<file path="config.mk">
export PLATFORM = sky130hd
export DESIGN_NAME = pipe_pc_unit_flat
export DESIGN_NICKNAME = d
export VERILOG_FILES = /design/src/rtl/pipe_pc_if.sv /design/src/rtl/pipe_pc_unit.sv /design/src/flat_wrapper.sv
export SDC_FILE = /design/constraint.sdc
export NUM_CORES = 1
export LEC_CHECK = 0
export CAP_MARGIN = 0
export CORE_ASPECT_RATIO = 0.6
export CORE_MARGIN = 2
export CORE_UTILIZATION = 39
export CTS_CLUSTER_SIZE = 20
export DETAILED_ROUTE_END_ITERATION = 6
export PLACE_DENSITY = 0.95
export SETUP_SLACK_MARGIN = 0.4
export SLEW_MARGIN = 20
export SYNTH_ARGS = -nofsm -noshare
export SYNTH_HDL_FRONTEND = slang
export SYNTH_SLANG_ARGS = --single-unit
</file>
<file path="constraint.sdc">
create_clock -name clock -period 3 [get_ports clock]
set_input_delay 0.45 -clock clock [delete_from_list [all_inputs] [get_ports clock]]
set_output_delay 0.45 -clock clock [all_outputs]
set_load 0.05 [all_outputs]
</file>
<file path="src/rtl/pipe_pc_if.sv">
// pipe_pc_if: interface between the IF/ID control logic and the program counter unit.
//   Control side (master) drives the stall, branch, exception and RAS hints.
//   PC unit (slave) returns the fetch address, its increment and status flags.
//   wpcir      1 = PC may advance, 0 = stall
//   br_taken   branch/jump resolved taken in ID; br_target is its destination
//   exc_req    exception/interrupt request, forces the trap vector
//   call_push  call in ID; link_addr is pushed onto the return-address stack
//   ret_pop    return in ID; target predicted from the return-address stack
//   pc         current fetch address
//   pc_plus    pc + increment (combinational)
//   redirect   PC was loaded from a non-sequential source on the last edge
//   ras_hit    last accepted return used a stack entry
interface pipe_pc_if #(
  parameter int PC_W = 32
) ();
  logic            wpcir;
  logic            br_taken;
  logic [PC_W-1:0] br_target;
  logic            exc_req;
  logic            call_push;
  logic [PC_W-1:0] link_addr;
  logic            ret_pop;
  logic [PC_W-1:0] pc;
  logic [PC_W-1:0] pc_plus;
  logic            redirect;
  logic            ras_hit;

  modport master (
    output wpcir, br_taken, br_target, exc_req, call_push, link_addr, ret_pop,
    input  pc, pc_plus, redirect, ras_hit
  );

  modport slave (
    input  wpcir, br_taken, br_target, exc_req, call_push, link_addr, ret_pop,
    output pc, pc_plus, redirect, ras_hit
  );
endinterface

</file>
<file path="src/rtl/pipe_pc_unit.sv">
// pipe_pc_unit: IF-stage program counter with next-PC selection.
//   Next-PC sources, highest priority first: trap vector (exc_req, even when
//   stalled), hold (wpcir=0), branch/jump target, return-address-stack
//   prediction, sequential increment. pc is purely registered.
// Ports:
//   clock      rising-edge clock
//   reset      synchronous, active-high; loads RESET_PC and clears the stack
//   bus        pipe_pc_if.slave (control inputs, pc/pc_plus/redirect/ras_hit)
// Configuration macro:
//   PIPE_PC_RAS_EN  defined   -> circular return-address stack of RAS_DEPTH entries
//                   undefined -> no stack; call/return hints ignored, ras_hit stays 0
module pipe_pc_unit #(
  parameter int              PC_W      = 32,
  parameter int              INC       = 4,
  parameter logic [PC_W-1:0] RESET_PC  = 'hFFFF_FFFC,
  parameter logic [PC_W-1:0] TRAP_VEC  = 'h0000_0008,
  parameter int              RAS_DEPTH = 4
) (
  input logic     clock,
  input logic     reset,
  pipe_pc_if.slave bus
);

  localparam logic [PC_W-1:0] INC_V = PC_W'(INC);

  // Sequential successor; the adder simply wraps past the top of the address space.
  function automatic logic [PC_W-1:0] wrap_inc(input logic [PC_W-1:0] a);
    return a + INC_V;
  endfunction

  logic [PC_W-1:0] pc_p0, pc_nx;
  logic            redirect_p0, redirect_nx;
  logic            ras_hit_p0, ras_hit_nx;
  logic            ras_take;   // stack popped with a valid prediction this edge
  logic [PC_W-1:0] ras_tgt;

`ifdef PIPE_PC_RAS_EN
  localparam int PTR_W = $clog2(RAS_DEPTH);
  localparam int CNT_W = PTR_W + 1;

  logic [PC_W-1:0]  ras_mem [RAS_DEPTH];
  logic [PTR_W-1:0] top_p0, top_nx;
  logic [CNT_W-1:0] cnt_p0, cnt_nx;
  logic             wr_en;
  logic [PTR_W-1:0] wr_ptr;

  // Stack bookkeeping. A pop is performed on any accepted edge even when a
  // taken branch overrides its prediction, so the stack tracks the program.
  always_comb begin
    top_nx   = top_p0;
    cnt_nx   = cnt_p0;
    wr_en    = 1'b0;
    wr_ptr   = top_p0;
    ras_take = 1'b0;
    ras_tgt  = ras_mem[top_p0];
    if (bus.exc_req) begin
      cnt_nx = '0;
    end else if (bus.wpcir) begin
      if (bus.call_push && bus.ret_pop) begin
        // Return then call: the top entry is consumed and replaced in place.
        wr_en = 1'b1;
        if (cnt_p0 == '0) cnt_nx = CNT_W'(1);
        else              ras_take = 1'b1;
      end else if (bus.call_push) begin
        wr_en  = 1'b1;
        wr_ptr = top_p0 + PTR_W'(1);
        top_nx = top_p0 + PTR_W'(1);
        // When full the write lands on the oldest entry and count saturates.
        if (cnt_p0 != CNT_W'(RAS_DEPTH)) cnt_nx = cnt_p0 + CNT_W'(1);
      end else if (bus.ret_pop && (cnt_p0 != '0)) begin
        ras_take = 1'b1;
        top_nx   = top_p0 - PTR_W'(1);
        cnt_nx   = cnt_p0 - CNT_W'(1);
      end
    end
  end

  always_ff @(posedge clock) begin
    if (reset) begin
      top_p0 <= '0;
      cnt_p0 <= '0;
    end else begin
      top_p0 <= top_nx;
      cnt_p0 <= cnt_nx;
    end
  end

  // Stack entries carry no reset; only the count decides what is valid.
  always_ff @(posedge clock) begin
    if (!reset && wr_en) ras_mem[wr_ptr] <= bus.link_addr;
  end
`else
  logic unused_ras_inputs;
  assign unused_ras_inputs = ^{bus.call_push, bus.ret_pop, bus.link_addr};
  assign ras_take = 1'b0;
  assign ras_tgt  = '0;
`endif

  // Next-PC selection
  always_comb begin
    pc_nx       = pc_p0;
    redirect_nx = redirect_p0;
    ras_hit_nx  = ras_hit_p0;
    if (bus.exc_req) begin
      pc_nx       = TRAP_VEC;
      redirect_nx = 1'b1;
    end else if (bus.wpcir) begin
      ras_hit_nx = 1'b0;
      if (bus.br_taken) begin
        pc_nx       = bus.br_target;
        redirect_nx = 1'b1;
      end else if (ras_take) begin
        pc_nx       = ras_tgt;
        redirect_nx = 1'b1;
        ras_hit_nx  = 1'b1;
      end else begin
        pc_nx       = wrap_inc(pc_p0);
        redirect_nx = 1'b0;
      end
    end
  end

  // PC register stage
  always_ff @(posedge clock) begin
    if (reset) begin
      pc_p0       <= RESET_PC;
      redirect_p0 <= 1'b0;
      ras_hit_p0  <= 1'b0;
    end else begin
      pc_p0       <= pc_nx;
      redirect_p0 <= redirect_nx;
      ras_hit_p0  <= ras_hit_nx;
    end
  end

  assign bus.pc       = pc_p0;
  assign bus.pc_plus  = wrap_inc(pc_p0);
  assign bus.redirect = redirect_p0;
  assign bus.ras_hit  = ras_hit_p0;

endmodule

</file>
<file path="src/flat_wrapper.sv">
// flat-port wrapper written by rule: the top's interface ports become plain ports
module pipe_pc_unit_flat 
#(
  parameter int              PC_W      = 32,
  parameter int              INC       = 4,
  parameter logic [PC_W-1:0] RESET_PC  = 'hFFFF_FFFC,
  parameter logic [PC_W-1:0] TRAP_VEC  = 'h0000_0008,
  parameter int              RAS_DEPTH = 4
)
  (clock, reset, bus_wpcir, bus_br_taken, bus_br_target, bus_exc_req, bus_call_push, bus_link_addr, bus_ret_pop, bus_pc, bus_pc_plus, bus_redirect, bus_ras_hit);
  pipe_pc_if #(.PC_W(PC_W)) bus_i ();
  input logic clock;
  input logic reset;
  input wire logic [$bits(bus_i.wpcir)-1:0] bus_wpcir;
  input wire logic [$bits(bus_i.br_taken)-1:0] bus_br_taken;
  input wire logic [$bits(bus_i.br_target)-1:0] bus_br_target;
  input wire logic [$bits(bus_i.exc_req)-1:0] bus_exc_req;
  input wire logic [$bits(bus_i.call_push)-1:0] bus_call_push;
  input wire logic [$bits(bus_i.link_addr)-1:0] bus_link_addr;
  input wire logic [$bits(bus_i.ret_pop)-1:0] bus_ret_pop;
  output wire logic [$bits(bus_i.pc)-1:0] bus_pc;
  output wire logic [$bits(bus_i.pc_plus)-1:0] bus_pc_plus;
  output wire logic [$bits(bus_i.redirect)-1:0] bus_redirect;
  output wire logic [$bits(bus_i.ras_hit)-1:0] bus_ras_hit;
  assign bus_i.wpcir = bus_wpcir;
  assign bus_i.br_taken = bus_br_taken;
  assign bus_i.br_target = bus_br_target;
  assign bus_i.exc_req = bus_exc_req;
  assign bus_i.call_push = bus_call_push;
  assign bus_i.link_addr = bus_link_addr;
  assign bus_i.ret_pop = bus_ret_pop;
  assign bus_pc = bus_i.pc;
  assign bus_pc_plus = bus_i.pc_plus;
  assign bus_redirect = bus_i.redirect;
  assign bus_ras_hit = bus_i.ras_hit;
  pipe_pc_unit #(.PC_W(PC_W), .INC(INC), .RESET_PC(RESET_PC), .TRAP_VEC(TRAP_VEC), .RAS_DEPTH(RAS_DEPTH)) u_core (.clock(clock), .reset(reset), .bus(bus_i));
endmodule
</file>
==> flow_summary.yaml, run 1 <==
cts:
  cts.sinks: 33
  cts_buffer_depth: 2
  tritoncts: "built"
  clkSlewWorstSetupHoldPaths_ns: 0.07
  clock_network_latency_to_the_later_pin_of_the_worst_skew_pair_ns: 0.28
  root_driver: "clkbuf_8"
  depth_of_the_cts_h_tree: 2
  cts_hold_repair.buffers: 0
  cts_inserted_buffers: 5
timing:
  layout_min_cycle_time_ns: 2.57
  finClkSkew_ns: 0.00358
  tightest_slew_ns: 0.652
  post-route-period-util: 0.856
  worst_relative_slew_slack: 0.564
  fin_hold_ws_ns: 0.530
  setup_total_negative_slack_ns: 0
  hold_viol: 0
  grt_setup_unrepaired: "true"
  setup_viol_count_final: 0
  maxClockFrequency_ghz: 0.389
  drv_slew: 0
flow_run:
  cap_viol_max_count: 0
setup_path:
  critical_path.endpoint_type: "primary output"
  regToRegSetupSlack_ns: 0.94
  critical_path_required_ns: 2.55
  startpoint_type: "flop"
  arrival_ns: 2.12
  setup.worst_path.class: "flop to primary output"
  crit_path_max_fanout: 8
global_route:
  first_global_vias: 2151
  grt_first_pass_wirelength_um: 10600
  groute.usage.overall: 0.225
  grt_overflow: 0
  antenna_found_initial: 0
  largest_net_degree_at_the_start_of_global_routing: 36
final_layout:
  n_antenna_cell: 0
  final_nets: 420
  seq_area_um2: 689
  drive_gt1_frac: 0.281
  syn2layout_area_growth_pct: 70.7
  multiInputGateArea_um2: 1540
  layout_commonest_cell: "clkdlybuf4s50_1"
  layout_common_cells: "clkdlybuf4s50_1, buf_4, nand2_1, dfxtp_2, a21o_1"
  fillers: 402
yosys:
  synth-seq-area-share: 0.313
  synthArstFlopShare: 0
  syn-instance-count: 246
  synth.distinct_cells: 51
  synthesis.area_um2: 2110
  yosysWarnings: 0
  ys_seq_elements: 33
  syn_avg_cell_area_um2: 8.58
  dominantRegCellSynth: "dfxtp_1"
  number_of_enable_type_register_cells_in_the_synthesized_netlist: 0
  number_of_nets_produced_by_synthesis: 318
power_and_ir_drop:
  worst_ir_drop_vdd_v: 0.000231
  power-per-cell-area_nw_per_um2: 448
  leakage_uw: 0.00148
route:
  drt_iter0_drc: 109
  drtAntennaViolNets: 0
  via_count: 2320
  route.detailed.vias_per_inst: 5.59
  drc: 0
  detail_route.wl_per_cell_um: 17.0
  totalWireLength_um: 7070
  dr.pass1.iters: 4
floorplanning:
  initial_core_util: 0.411
  die_y_um: 61.0
  design.core.area_um2: 5130
  die-width_um: 99.0
  std_cell_rows: 20
  number_of_top_level_pins: 137
  die-area_um2: 6040
outcome:
  status: "completed"
placed_design:
  post_dp_hpwl_um: 5040
  placement.io_buffers: 101
  gpl.final_weighted_congestion: 0.786
min_path:
  worst_hold_class: "flop to flop"
## layer usage
metal,routed length (um),GRT usage,vias to the layer above
met4,61,0.0470,0
met5,0,0,-
met2,3310,0.378,95
met3,546,0.0634,8
li1,-,-,1102
met1,3150,0.297,1115
## worst max-delay path, stage by stage (launching register included)
cell	delay [ns]
dfxtp_4	0.39
ha_4	0.15
and3_4	0.22
nand4_1	0.12
buf_6	0.19
nor4_4	0.29
xor2_2	0.29
buf_12	0.18
## flip-flops by register name, indices dropped and copies added, names as in the netlist, named ones only
register and flops:
u_core.bus.pc 30, u_core.bus.redirect 1
## Yosys cell counts (3+ instances only)
master | number | share of area
dfxtp_1 | 33 | 0.31
nand2_1 | 17 | 0.030
a21o_1 | 15 | 0.053
nand3_1 | 15 | 0.036
xor2_1 | 15 | 0.062
a221o_1 | 14 | 0.066
nor2_1 | 13 | 0.023
a21oi_1 | 12 | 0.028
xnor2_1 | 12 | 0.050
clkbuf_1 | 11 | 0.020
nor3_1 | 8 | 0.019
mux2i_1 | 6 | 0.028
o21ai_0 | 6 | 0.014
buf_4 | 5 | 0.018
nor4_1 | 5 | 0.015
and3_1 | 4 | 0.012
buf_2 | 4 | 0.0095
nand4_1 | 4 | 0.012
and4_1 | 3 | 0.012
inv_1 | 3 | 0.0053
nand2b_1 | 3 | 0.0089
o211ai_1 | 3 | 0.011
## final timing paths
kind                          from           endpoint  cells past startpoint
setup / recovery  u_core.bus.pc[2]    bus_pc_plus[24]                      7
hold / removal    u_core.bus.pc[8]   u_core.bus.pc[8]                      2
setup reg to reg  u_core.bus.pc[2]  u_core.bus.pc[24]                      9
hold reg to reg   u_core.bus.pc[8]   u_core.bus.pc[8]                      2
## per-stage QoR
step | area [um^2] | setup WS [ns] | util | power [uW] | std cells
floorplan | 2270 | 0.284 | - | 1010 | 246
global placement | 3350 | 0.387 | 0.653 | 1260 | 398
detailed placement | 3350 | 0.329 | 0.653 | 1280 | 398
CTS | 3490 | 0.397 | 0.680 | 1600 | 407
global route | 3600 | 0.321 | 0.702 | 1680 | 415
finish | 3600 | 0.431 | 0.702 | 1610 | 415
## cell type report
type                       count  area share
sequential                    33       0.191
tap                           66      0.0229
multi-input combinational    187       0.428
timing repair buffer         118       0.333
inverter                       3     0.00313
clock buffer                   8      0.0222
## where the power goes
group	internal, uW	total (uW)	leakage, uW	switching [uW]
clock	165	322	0.0000395	157
sequential	479	553	0.000275	73.6
combinational	289	738	0.00117	449
total	933	1610	0.00148	680
## timing repair
| item | CTS | global route |
|---|---|---|
| pin swaps | 1 | 7 |
| resized for setup | 30 | 15 |
| setup endpoints to repair | 23 | 17 |
| buffers inserted | 1 | 8 |
## kinds of logic after synthesis
family | Yosys count | synth area share
simple gates | 86 | 0.227
compound gates | 64 | 0.228
flops | 33 | 0.313
xor+xnor | 28 | 0.120
buf+inv | 26 | 0.0705
mux | 7 | 0.0338
fa+ha+maj | 1 | 0.00593
other cells | 1 | 0.00178
Power figures use the tool's default switching activity.
==> inputs of run 2 (changes only) <==
--- a/config.mk
+++ b/config.mk
@@ -11,7 +11,8 @@
 export CORE_UTILIZATION = 39
 export CTS_CLUSTER_SIZE = 20
 export DETAILED_ROUTE_END_ITERATION = 6
-export PLACE_DENSITY = 0.95
+export HOLD_SLACK_MARGIN = 0.15
+export PLACE_DENSITY = 0.86
 export SETUP_SLACK_MARGIN = 0.4
 export SLEW_MARGIN = 20
 export SYNTH_ARGS = -nofsm -noshare
==> run 2 against run 1 <==
Wire length fell by 2.2%. First-iteration DRC count fell by 23%. Clock-buffer cell count fell by 1. Cell area rose by 0.31%. Combinational power fell by 0.5%. Flip-flop and latch count did not move. Sequential share of layout area barely moved. Largest cell class unchanged. Largest power group unchanged.
==> flow_summary.yaml, run 2 (same netlist as run 1, synthesis figures left out) <==
cts:
  cts_buffer_depth: 2
  cts.sinks: 33
  depth_of_the_cts_h_tree: 2
  clkSlewWorstSetupHoldPaths_ns: 0.07
  tritoncts: "built"
  cts_inserted_buffers: 5
  clock_network_latency_to_the_later_pin_of_the_worst_skew_pair_ns: 0.29
  root_driver: "clkbuf_8"
setup_path:
  critical_path.endpoint_type: "primary output"
  arrival_ns: 2.06
  startpoint_type: "flop"
  crit_path_max_fanout: 8
  critical_path.slowest_cell: "dfxtp_4"
  slowest_delay_ns: 0.38
  critical_path_required_ns: 2.55
  timing.critical_path.cells: "ha_4 -> and3_4 -> nand4_1 -> buf_6 -> nor4_4 -> xor2_2 -> buf_12"
  setup.worst_path.class: "flop to primary output"
timing:
  drv_slew: 0
  finClkSkew_ns: 0.00873
  maxClockFrequency_ghz: 0.399
  setup_total_negative_slack_ns: 0
  setup_viol_count_final: 0
  grt_setup_unrepaired: "false"
  post-route-period-util: 0.836
  hold_viol: 0
  tightest_slew_ns: 0.891
  worst_relative_slew_slack: 0.406
  layout_min_cycle_time_ns: 2.51
power_and_ir_drop:
  total_switching_power_uw: 683
  seqPwrFrac: 0.338
  design_power_total_uw: 1630
  cellInternalPower_uw: 944
  leakage_uw: 0.00147
  power-per-cell-area_nw_per_um2: 450
  worst_ir_drop_vdd_v: 0.000286
  p_sw_frac: 0.420
  share_clk_of_total_power: 0.211
  power.share.combinational: 0.451
final_layout:
  final_nets: 417
  flip_flop_count_of_the_largest_register_all_copies_and_words_added: 30
  n_antenna_cell: 0
  fillers: 396
  seq_area_um2: 692
  layout_commonest_cell: "clkdlybuf4s50_1"
  syn2layout_area_growth_pct: 71.2
  drive_gt1_frac: 0.281
  multiInputGateArea_um2: 1560
  stdcell_count: 411
  layout_common_cells: "clkdlybuf4s50_1, buf_4, nand2_1"
route:
  detail_route.wl_per_cell_um: 16.8
  dr.pass1.iters: 4
  via_count: 2275
  route.detailed.vias_per_inst: 5.54
  drc: 0
  drtAntennaViolNets: 0
  totalWireLength_um: 6910
  drt_iter0_drc: 84
flow_run:
  cap_viol_max_count: 0
floorplanning:
  initial_core_util: 0.411
  die-area_um2: 6040
  die-width_um: 99.0
  number_of_top_level_pins: 137
  std_cell_rows: 20
  design.core.area_um2: 5130
  die_y_um: 61.0
global_route:
  largest_net_degree_at_the_start_of_global_routing: 36
  groute.usage.overall: 0.221
  first_global_vias: 2117
  antenna_found_initial: 0
  grt_first_pass_wirelength_um: 10500
  grt_overflow: 0
placed_design:
  dpl.cell_count: 395
  post_dp_hpwl_um: 4750
  placement.io_buffers: 101
  gpl.final_weighted_congestion: 0.785
outcome:
  status: "completed"
min_path:
  worst_hold_class: "flop to flop"
[run 2: cell types whose count changed in the layout (fill, tap and decap cells not counted), moves of 2 or more]
cell and delta:
buf_4 -3, nor3_2 +3, clkbuf_1 -2, clkdlybuf4s15_1 +2, nor3_1 -2, nor4_2 -2
nor4_4 +2
[run 2: what timing repair did]
| item | 4_1_cts | 5_1_grt |
|---|---|---|
| gates resized for setup | 27 | 22 |
| hold buffers | 0 | 0 |
| endpoints found under the hold margin | 0 | 0 |
| pin swaps | 2 | 8 |
| endpoints found under the setup margin | 23 | 18 |
| buffers inserted | 2 | 7 |
[run 2: cell type report]
| type | instances | area share |
|---|---|---|
| clock buffer | 7 | 0.0239 |
| inverter | 3 | 0.00312 |
| multi-input combinational | 187 | 0.432 |
| sequential | 33 | 0.191 |
| tap | 66 | 0.0229 |
| timing repair buffer | 115 | 0.327 |
[run 2: worst paths after layout]
kind                           from           endpoint  slack (ns)  depth (start not counted)
setup / recovery   u_core.bus.pc[2]    bus_pc_plus[24]        0.49                          7
hold / removal    u_core.bus.pc[13]  u_core.bus.pc[13]        0.52                          2
setup reg to reg   u_core.bus.pc[2]  u_core.bus.pc[18]        1.15                          9
hold reg to reg   u_core.bus.pc[13]  u_core.bus.pc[13]        0.52                          2
[run 2: power groups by stage]
| stage | combinational (uW) | clock [uW] | sequential [uW] |
|---|---|---|---|
| 2_1_floorplan | 349 | 0 | 664 |
| 3_3_place_gp | 709 | 0 | 552 |
| 3_5_place_dp | 718 | 0 | 555 |
| 4_1_cts | 718 | 347 | 546 |
| 5_1_grt | 770 | 367 | 556 |
| 6_report | 734 | 344 | 550 |
[run 2: layer usage]
metal | track usage | part of all wire
met2 | 0.381 | 0.47
met1 | 0.289 | 0.46
met3 | 0.0576 | 0.068
met4 | 0.0411 | 0.0045
met5 | 0 | 0
[run 2: per-stage QoR]
step           setup WS [ns]  hold slack, ns   util  area [um^2]
2_1_floorplan          0.284           0.586      -         2270
3_3_place_gp           0.226           0.493  0.649         3330
3_5_place_dp           0.134           0.505  0.649         3330
4_1_cts                0.303           0.517  0.676         3470
5_1_grt                0.394           0.538  0.704         3610
6_report               0.493           0.517  0.704         3610
[run 2: critical path, delay by kind of cell (launching register included)]
family / cells / cell delay [ns]
flops: 1 / 0.38
buf+inv: 2 / 0.38
fa+ha+maj: 1 / 0.14
xor+xnor: 1 / 0.26
simple gates: 3 / 0.60
==> inputs of run 3 (changes only) <==
--- a/config.mk
+++ b/config.mk
@@ -8,11 +8,11 @@
 export CAP_MARGIN = 0
 export CORE_ASPECT_RATIO = 0.6
 export CORE_MARGIN = 2
-export CORE_UTILIZATION = 39
+export CORE_UTILIZATION = 33
 export CTS_CLUSTER_SIZE = 20
 export DETAILED_ROUTE_END_ITERATION = 6
 export HOLD_SLACK_MARGIN = 0.15
-export PLACE_DENSITY = 0.86
+export PLACE_DENSITY = 0.77
 export SETUP_SLACK_MARGIN = 0.4
 export SLEW_MARGIN = 20
 export SYNTH_ARGS = -nofsm -noshare
==> constraint.sdc (replaced) <==
create_clock -name clock -period 2.1 [get_ports clock]
set_input_delay 0.315 -clock clock [delete_from_list [all_inputs] [get_ports clock]]
set_output_delay 0.315 -clock clock [all_outputs]
set_load 0.05 [all_outputs]
==> run 3 against run 2 <==
The run now ends with negative setup slack left. Register-to-register slack got worse by 1.0 ns. Final cell count rose by 18%. Critical path type unchanged. Critical endpoint is now bus_pc_plus[15]. Power rose by 66%. Sequential power rose by 37%. Sequential share of layout area fell by 3.7 points. Cell area rose by 34%. Worst setup slack got worse by 0.69 ns. Clock power rose by 47%.
==> flow_summary.yaml, run 3 (same netlist as run 1, synthesis figures left out) <==
global_route:
  antenna_found_initial: 0
  grt_overflow: 0
  grt_first_pass_wirelength_um: 13700
  first_global_vias: 2613
  largest_net_degree_at_the_start_of_global_routing: 36
  groute.usage.overall: 0.252
final_layout:
  fillers: 377
  layout_commonest_cell: "buf_4"
  drive_gt1_frac: 0.503
  n_antenna_cell: 0
  final_core_util: 0.791
  syn2layout_area_growth_pct: 130
  stdcell_count: 484
  final_design_area_no_fill_um2: 4850
  final_nets: 471
  layout_common_cells: "buf_4, clkdlybuf4s50_1, buf_12"
  flip_flop_count_of_the_largest_register_all_copies_and_words_added: 30
floorplanning:
  design.core.area_um2: 6140
  initial_core_util: 0.344
  die-width_um: 107
  number_of_top_level_pins: 137
  die-area_um2: 7070
  std_cell_rows: 22
  die_y_um: 66.0
route:
  drc: 0
  totalWireLength_um: 9240
  detail_route.wl_per_cell_um: 19.1
  drt_iter0_drc: 186
  drtAntennaViolNets: 0
  via_count: 2633
  dr.pass1.iters: 4
  route.detailed.vias_per_inst: 5.44
cts:
  clock_network_latency_to_the_later_pin_of_the_worst_skew_pair_ns: 0.28
  root_driver: "clkbuf_8"
  tritoncts: "built"
  cts_buffer_depth: 2
  cts_inserted_buffers: 5
  depth_of_the_cts_h_tree: 2
  cts.sinks: 33
  cts_hold_repair.buffers: 0
  clkSlewWorstSetupHoldPaths_ns: 0.07
timing:
  post-route-period-util: 1.09
  drv_slew: 0
  finClkSkew_ns: 0.00852
  worst_relative_slew_slack: 0.614
  layout_min_cycle_time_ns: 2.30
  hold_viol: 0
  maxClockFrequency_ghz: 0.435
  final_critical_path_setup_slack_ns: -0.197
  setup_viol_count_final: 22
  tightest_slew_ns: 0.577
  grt_setup_unrepaired: "true"
  setup_total_negative_slack_ns: -2.46
power_and_ir_drop:
  power-per-cell-area_nw_per_um2: 556
  leakage_uw: 0.00207
  worst_ir_drop_vdd_v: 0.000334
placed_design:
  gpl.final_weighted_congestion: 0.869
  dpl.cell_count: 445
  post_dp_cell_area_um2: 4320
  post_dp_hpwl_um: 5660
  placement.io_buffers: 101
setup_path:
  setup.worst_path.class: "flop to primary output"
  timing.reg2reg.worst_path_depth: 11
  crit-reg2reg-launch: "u_core.bus.pc[2]"
  critical_path.endpoint_type: "primary output"
  crit_path_max_fanout: 4
  startpoint_type: "flop"
  regToRegSetupSlack_ns: 0.13
  critical_path_required_ns: 1.78
  worstReg2RegEnd: "u_core.bus.pc[15]"
  arrival_ns: 1.98
min_path:
  whs_path_depth: 2
  worst_hold_class: "flop to flop"
outcome:
  failing_checks: "negative setup slack"
  status: "complete, but fails checks"
flow_run:
  cap_viol_max_count: 0
## run 3: final cells by class
type                       instances  area (um^2)  area share
clock buffer                       6         82.6      0.0170
clock inverter                     2         8.76     0.00180
sequential                        33          748       0.154
tap                               84          105      0.0216
multi-input combinational        187         2040       0.420
inverter                           3         11.3     0.00232
timing repair buffer             169         1860       0.383
## run 3: how the worst max path moves through the flow
stage	from	endpoint	slack (ns)	cells after the start
2_1_floorplan	u_core.bus.pc[2]	bus_pc_plus[24]	-0.34	6
3_3_place_gp	bus_wpcir	u_core.bus.pc[14]	0.02	6
3_5_place_dp	bus_wpcir	u_core.bus.pc[27]	-0.005	8
4_1_cts	u_core.bus.pc[2]	bus_pc_plus[29]	-0.21	6
5_1_grt	u_core.bus.pc[2]	bus_pc_plus[23]	-0.27	7
6_report	u_core.bus.pc[2]	bus_pc_plus[15]	-0.20	9
## run 3: repair_timing
action,CTS,global route
setup endpoints to repair,86,50
cloned,0,0
pin swaps,18,23
resized for setup,77,31
setup buffers,16,15
## run 3: report_power, final
group | switching (uW) | internal [uW] | total, uW
Combinational | 815 | 627 | 1440
Clock | 245 | 260 | 506
Sequential | 72.1 | 679 | 751
## run 3: stage by stage
stage / total power [uW] / setup slack (ns) / hold WS (ns)
finish: 2700 / -0.197 / 0.569
global route: 2800 / -0.269 / 0.580
CTS: 2620 / -0.214 / 0.526
detailed placement: 2100 / -0.00452 / 0.504
global placement: 2080 / 0.0171 / 0.498
floorplan: 1570 / -0.335 / 0.451
## run 3: critical path: stages, from the launching register on
cell	delay, ns
dfxtp_4	0.37
and4_4	0.26
nand4_4	0.17
buf_6	0.17
buf_6	0.10
buf_6	0.10
buf_6	0.10
buf_6	0.12
xnor2_4	0.14
buf_12	0.15
## run 3: metal layers
layer | GRT usage | vias to the layer above | wire, um
met5 | 0 | - | 0
met4 | 0.0649 | 0 | 154
met3 | 0.0621 | 20 | 681
met2 | 0.411 | 120 | 4440
met1 | 0.335 | 1287 | 3970
li1 | - | 1206 | -
